===== src/rtl/chacha_poly_pkg.sv =====
// Shared constants and formatter state encoding for the ChaCha20-Poly1305 MAC feeder path.
package chacha_poly_pkg;

    localparam int           BLOCK_BYTES = 16;
    localparam logic [129:0] POLY_HIBIT  = 130'h1 << 128;

    typedef enum logic [1:0] {
        IDLE = 2'd0,
        AAD  = 2'd1,
        CT   = 2'd2,
        LEN  = 2'd3
    } fmt_state_e;

endpackage


===== src/rtl/poly1305_byte_mask.sv =====
// Builds the zero-pad byte mask for one 16-byte beat. Out-of-range byte counts are
// clamped to a full beat and flagged so the formatter can raise its sticky error.
module poly1305_byte_mask
    import chacha_poly_pkg::*;
(
    input  logic [4:0]   in_bytes,
    output logic [127:0] byteMask,
    output logic [4:0]   effBytes,
    output logic         bytesErr
);

    always_comb begin
        bytesErr = (in_bytes == 5'd0) || (in_bytes > 5'(BLOCK_BYTES));
        effBytes = bytesErr ? 5'(BLOCK_BYTES) : in_bytes;
        byteMask = '0;
        for (int k = 0; k < BLOCK_BYTES; k++) begin
            byteMask[8*k +: 8] = (5'(k) < effBytes) ? 8'hFF : 8'h00;
        end
    end

endmodule


===== src/rtl/poly1305_block_formatter.sv =====
// Turns AAD/CT beats into RFC 8439 Poly1305 blocks (block + 2^128) followed by the
// length block, through a one-entry output register that supports accept-and-refill.
module poly1305_block_formatter
    import chacha_poly_pkg::*;
#(
    parameter int LEN_W = 64
) (
    input  logic         clk,
    input  logic         reset_n,
    input  logic         start,
    input  logic         has_aad,
    input  logic         has_ct,
    input  logic         in_valid,
    output logic         in_ready,
    input  logic [127:0] in_data,
    input  logic [4:0]   in_bytes,
    input  logic         in_last,
    output logic         out_valid,
    input  logic         out_ready,
    output logic [129:0] out_block,
    output logic         out_is_len,
    output logic         busy,
    output logic         done,
    output logic         err
);

    fmt_state_e         state_q, state_d;
    logic [LEN_W-1:0]   aadLen_q, aadLen_d;
    logic [LEN_W-1:0]   ctLen_q, ctLen_d;
    logic               hasCt_q, hasCt_d;
    logic               outValid_q, outValid_d;
    logic [129:0]       outBlock_q, outBlock_d;
    logic               outIsLen_q, outIsLen_d;
    logic               done_q, done_d;
    logic               err_q, err_d;

    logic [127:0]       byteMask;
    logic [4:0]         effBytes;
    logic               bytesErr;
    logic               beatFire;
    logic               slotFree;
    logic [LEN_W:0]     lenSum;

    poly1305_byte_mask u_mask (
        .in_bytes (in_bytes),
        .byteMask (byteMask),
        .effBytes (effBytes),
        .bytesErr (bytesErr)
    );

    assign slotFree = !outValid_q || out_ready;
    assign in_ready = ((state_q == AAD) || (state_q == CT)) && slotFree;
    assign beatFire = in_valid && in_ready;

    // The carry bit of this sum is the counter-overflow indication.
    assign lenSum = ((state_q == CT) ? {1'b0, ctLen_q} : {1'b0, aadLen_q})
                  + (LEN_W+1)'(effBytes);

    always_ff @(posedge clk or negedge reset_n) begin
        if (!reset_n) begin
            state_q    <= IDLE;
            aadLen_q   <= '0;
            ctLen_q    <= '0;
            hasCt_q    <= 1'b0;
            outValid_q <= 1'b0;
            outBlock_q <= '0;
            outIsLen_q <= 1'b0;
            done_q     <= 1'b0;
            err_q      <= 1'b0;
        end else begin
            state_q    <= state_d;
            aadLen_q   <= aadLen_d;
            ctLen_q    <= ctLen_d;
            hasCt_q    <= hasCt_d;
            outValid_q <= outValid_d;
            outBlock_q <= outBlock_d;
            outIsLen_q <= outIsLen_d;
            done_q     <= done_d;
            err_q      <= err_d;
        end
    end

    always_comb begin
        state_d    = state_q;
        aadLen_d   = aadLen_q;
        ctLen_d    = ctLen_q;
        hasCt_d    = hasCt_q;
        outValid_d = outValid_q;
        outBlock_d = outBlock_q;
        outIsLen_d = outIsLen_q;
        done_d     = 1'b0;
        err_d      = err_q;

        if (outValid_q && out_ready) begin
            outValid_d = 1'b0;
            outIsLen_d = 1'b0;
        end

        case (state_q)
            IDLE: begin
                if (start) begin
                    aadLen_d = '0;
                    ctLen_d  = '0;
                    err_d    = 1'b0;
                    hasCt_d  = has_ct;
                    if (has_aad) begin
                        state_d = AAD;
                    end else if (has_ct) begin
                        state_d = CT;
                    end else begin
                        state_d = LEN;
                    end
                end
            end
            AAD, CT: begin
                if (beatFire) begin
                    outValid_d = 1'b1;
                    outIsLen_d = 1'b0;
                    outBlock_d = POLY_HIBIT | {2'b00, in_data & byteMask};
                    if (state_q == AAD) begin
                        aadLen_d = lenSum[LEN_W-1:0];
                    end else begin
                        ctLen_d = lenSum[LEN_W-1:0];
                    end
                    if (bytesErr || lenSum[LEN_W] ||
                        ((effBytes < 5'(BLOCK_BYTES)) && !in_last)) begin
                        err_d = 1'b1;
                    end
                    if (in_last) begin
                        state_d = ((state_q == AAD) && hasCt_q) ? CT : LEN;
                    end
                end
            end
            LEN: begin
                // Once the length block sits in the slot, only its acceptance matters.
                if (outValid_q && outIsLen_q) begin
                    if (out_ready) begin
                        state_d = IDLE;
                        done_d  = 1'b1;
                    end
                end else if (slotFree) begin
                    outValid_d = 1'b1;
                    outIsLen_d = 1'b1;
                    outBlock_d = POLY_HIBIT | {2'b00, 64'(ctLen_q), 64'(aadLen_q)};
                end
            end
            default: begin
                state_d = IDLE;
            end
        endcase
    end

    assign out_valid  = outValid_q;
    assign out_block  = outBlock_q;
    assign out_is_len = outIsLen_q;
    assign busy       = (state_q != IDLE);
    assign done       = done_q;
    assign err        = err_q;

endmodule

===== config.mk =====
export PLATFORM = sky130hd
export DESIGN_NAME = poly1305_block_formatter
export DESIGN_NICKNAME = d
export VERILOG_FILES = /design/src/rtl/chacha_poly_pkg.sv /design/src/rtl/poly1305_byte_mask.sv /design/src/rtl/poly1305_block_formatter.sv
export SDC_FILE = /design/constraint.sdc
export NUM_CORES = 1
export LEC_CHECK = 0
export BUFFER_PORTS_ARGS = -buffer_cell sky130_fd_sc_hd__buf_4
export CORE_MARGIN = 3
export CORE_UTILIZATION = 43
export CTS_BUF_LIST = sky130_fd_sc_hd__clkbuf_4
export CTS_CLUSTER_DIAMETER = 60
export DETAILED_ROUTE_END_ITERATION = 8
export PLACE_DENSITY_LB_ADDON = 0.05
export SLEW_MARGIN = 20
export SYNTH_ARGS = -nofsm -noshare
export SYNTH_HDL_FRONTEND = slang
export SYNTH_SLANG_ARGS = --single-unit

===== constraint.sdc =====
create_clock -name clk -period 9.31 [get_ports clk]
set_input_delay 0.931 -clock clk [delete_from_list [all_inputs] [get_ports clk]]
set_output_delay 0.931 -clock clk [all_outputs]
set_load 0.03 [all_outputs]

==> summary.md <==
| Metric | Value |
|---|---|
| Sequential share of power | `0.275` |
| Via/cell ratio | `slightly below 6` |
| Tcrit/Tclk final | `0.534` |
| Synth Instances | `roughly 1800` |
| Starting Density | `0.441` |
| Clk pwr share | `0.156` |
| Measured slew at the worst slew-check pin | `~1.1 ns` |
| PortBufs | `275` |
| Skew-Pair Late Insertion Delay | `between 0.7 and 0.8 ns` |
| Gr ovfl total | `0` |
| Hold_buf cts | `0` |
| Max-cap violations | `0` |
| Worst rel slew slack | `0.242` |
| Switch Pwr | `between 0.003 and 0.004 W` |
| Worst Path Arrival | `5.54 ns` |
| Adder-cell area share of the yosys netlist | `0.00915` |
| Core box area | `approximately 0.036 mm^2` |
| Final design utilization | `0.526` |
| Synthesized cell area | `about 0.016 mm^2` |
| Sequential share of the synthesized area | `0.416` |
| Die area | `0.0392 mm^2` |
| Power per cell area | `~360 mW/mm^2` |
| Final setup vio count | `0` |
| Worst VDD drop | `between 0.3 and 0.4 mV` |
| Vias in the first global route | `around 15000` |
| Routed WL per cell | `slightly above 20 um` |
| Initial antenna violation count | `1` |
| Clock Path Buffers | `3` |
| Die width | `198 um` |
| Synth warn | `0` |
| Ys flop type | `dfrtp_1` |
| Critical Path Start Type | `flip-flop` |
| Worst Path Class, Setup | `flip-flop to flip-flop` |
| DPL Wire Length | `between 30000 and 40000 um` |
| GPL Wtd Cong | `a little under 0.9` |
| Setup WS pre-CTS | `roughly 4.2 ns` |
| Synth Register Bits | `roughly 260` |
| Gate power share | `0.569` |
| Iter 0 DRT Violations | `around 1300` |
| Final Skew | `around 0.04 ns` |
| Reg2reg setup slack | `between 4 and 5 ns` |
| Residual DRC | `0` |
| Fin crit period | `~5.0 ns` |
| I/O pins | `about 280` |
| Post-synthesis compound-gate area fraction | `0.224` |
| Critical path capture point type | `flip-flop` |
| Largest net degree at the start of global routing | `about 150` |
| RSZ-0062 raised after global routing | `false` |
| Clock transition at path regs | `approximately 0.08 ns` |
| CP max FO | `51` |
| Hold Crit Class | `input pin to async pin` |
| Num rows | `69` |
| Switching Fraction | `0.519` |
| Dpl cells | `about 2400` |
| Average size of a mapped cell | `between 8 and 9 um^2` |
| Setup TNS Final | `0 ns` |
| Number of synthesized flops with an enable pin | `0` |
| Pre-antenna DRT Iters | `5` |
| Detail Route Antenna Nets | `0` |
| DRT Wirelength | `about 53000 um` |
| CTS-repair resized insts | `0` |
| Status | `complete, no violations` |
| First-pass GRT wire length | `slightly above 80000 um` |
| Setup ws final | `approximately 4.3 ns` |
| Share of post-route cells with drive strength above 1 | `0.226` |
| Htree depth | `3` |
| CTS tree | `yes` |
| WP data required | `just under 10 ns` |
| Simple-Gate Fraction of Synth Area | `0.205` |
| Async S/R FF share, synth | `1.00` |
| Post-CTS Setup Bufs | `0` |
| Synth Area in XOR/XNOR | `0.0551` |
| Commonest cells after routing, fill and taps aside | `buf_4, dfrtp_1, a21oi_1` |
| Nets in the synthesized netlist | `roughly 2000` |
| Static Leak | `8.05 nW` |
| Largest family of logic cells by synthesized area | `compound AO/OA/AOI/OAI gates` |
| Clk root buf | `clkbuf_4` |
| Fin cells | `about 2500` |
| WHS | `0.244 ns` |
| Final max-slew violation count | `0` |
| Layout Nets | `about 2200` |
| Final Hold Viols | `0` |
| Via count | `~15000` |
| Fmax | `approximately 200 MHz` |
| Layout area overhead | `19.4%` |
| Die Ht | `roughly 200 um` |
| Most common cell after layout, fill and taps aside | `buf_4` |
| Synth unique cells | `a little under 80` |
| Num CTS Buffers | `between 70 and 80` |
| Int Pwr | `roughly 0.0033 W` |
| Mux share of post-synthesis cell area | `0.0396` |
| Gr usage total | `0.264` |
| TritonCTS Sinks | `~260` |
## routing by layer
layer / up-vias / track usage / share of wire
met5: - / 0 / 0
met4: 0 / 0.0818 / 0.024
met3: 86 / 0.0529 / 0.070
met2: 527 / 0.413 / 0.45
met1: 7306 / 0.373 / 0.45
li1: 7124 / - / -
## path summary, 6_finish.rpt
kind / startpoint / end / cells after the start
setup / recovery: state_q[0]$_DFFE_PN0P_ / ctLen_q[61]$_DFFE_PN0P_ / 12
hold / removal: reset_n / out_block[24]$_DFFE_PN0P_ / 1
setup reg to reg: state_q[0]$_DFFE_PN0P_ / ctLen_q[61]$_DFFE_PN0P_ / 12
hold reg to reg: out_block[128]$_DFFE_PN0P_ / out_block[128]$_DFFE_PN0P_ / 1
max in group asynchronous: reset_n / aadLen_q[59]$_DFFE_PN0P_ / 2
min in group clk: has_ct / hasCt_q$_DFFE_PN0P_ / 2
## logic make-up (layout without fill, tap and decap cells)
group	Yosys count	in the layout
AOI/OAI and AO/OA	548	548
xor gates and xnor gates	99	99
adders and majority gates	11	11
buffers and inverters	191	443
DFF	264	264
muxes	61	61
other	1	2
and+or+nand+nor	657	657
## worst max-delay path, stage by stage, from the launching register on
cell and delay (ns):
dfrtp_1 0.45, inv_1 0.15, ha_4 0.53, buf_4 0.56
buf_4 0.54, nand3_1 0.23, a22oi_1 0.35, nand4_1 0.24
or4_1 0.77, or3_1 0.53, xnor2_1 0.17, a22oi_1 0.15
o21ai_0 0.11
## metrics by stage
stage                     total power, W  instance area [um^2]
after floorplan                  0.00450                 15900
after global placement           0.00576                 18000
after detailed placement         0.00583                 18000
after CTS                        0.00693                 18900
after global routing             0.00739                 18900
final                            0.00688                 18900
## Yosys cell counts, types with 13 or more instances
cell / n / area [um^2]
dfrtp_1: 264 / 6610
a21oi_1: 195 / 976
nor2_1: 192 / 721
nand2_1: 186 / 698
a22oi_1: 142 / 1070
clkbuf_1: 130 / 488
o21ai_0: 82 / 410
nand3_1: 67 / 335
xnor2_1: 51 / 447
mux2i_1: 47 / 470
xor2_1: 47 / 412
nor3_1: 37 / 185
nand4_1: 28 / 175
nand3b_1: 24 / 180
buf_1: 21 / 78.8
nor4_1: 21 / 131
and3_1: 18 / 113
inv_1: 17 / 63.8
o221ai_1: 17 / 149
o211ai_1: 16 / 120
or4_1: 15 / 113
mux2_2: 14 / 158
a31oi_1: 13 / 81.3
## layout make-up
class	count	area, um^2
Fill cell	3497	17100
Multi-Input combinational cell	1377	8540
Sequential cell	264	6610
Timing Repair Buffer	295	2230
Clock buffer	108	811
Tap cell	461	577
Clock inverter	22	109
Inverter	18	67.6
Antenna cell	1	2.50
## registers in the layout, summed over array words and instances, names as in the netlist
signal and cells:
done 1, out_is_len 1, aadLen_q 64, ctLen_q 64
out_valid 1, hasCt_q 1, state_q 2, out_block 129
err 1
## power by group through the flow
| stage | sequential, W | combinational [W] | clock, W |
|---|---|---|---|
| after global routing | 0.00195 | 0.00426 | 0.00117 |
| after global placement | 0.00191 | 0.00385 | 0 |
| after CTS | 0.00190 | 0.00392 | 0.00111 |
| after floorplan | 0.00237 | 0.00213 | 0 |
| after detailed placement | 0.00191 | 0.00391 | 0 |
| final | 0.00189 | 0.00392 | 0.00108 |
(Power assumes the default switching activity.)
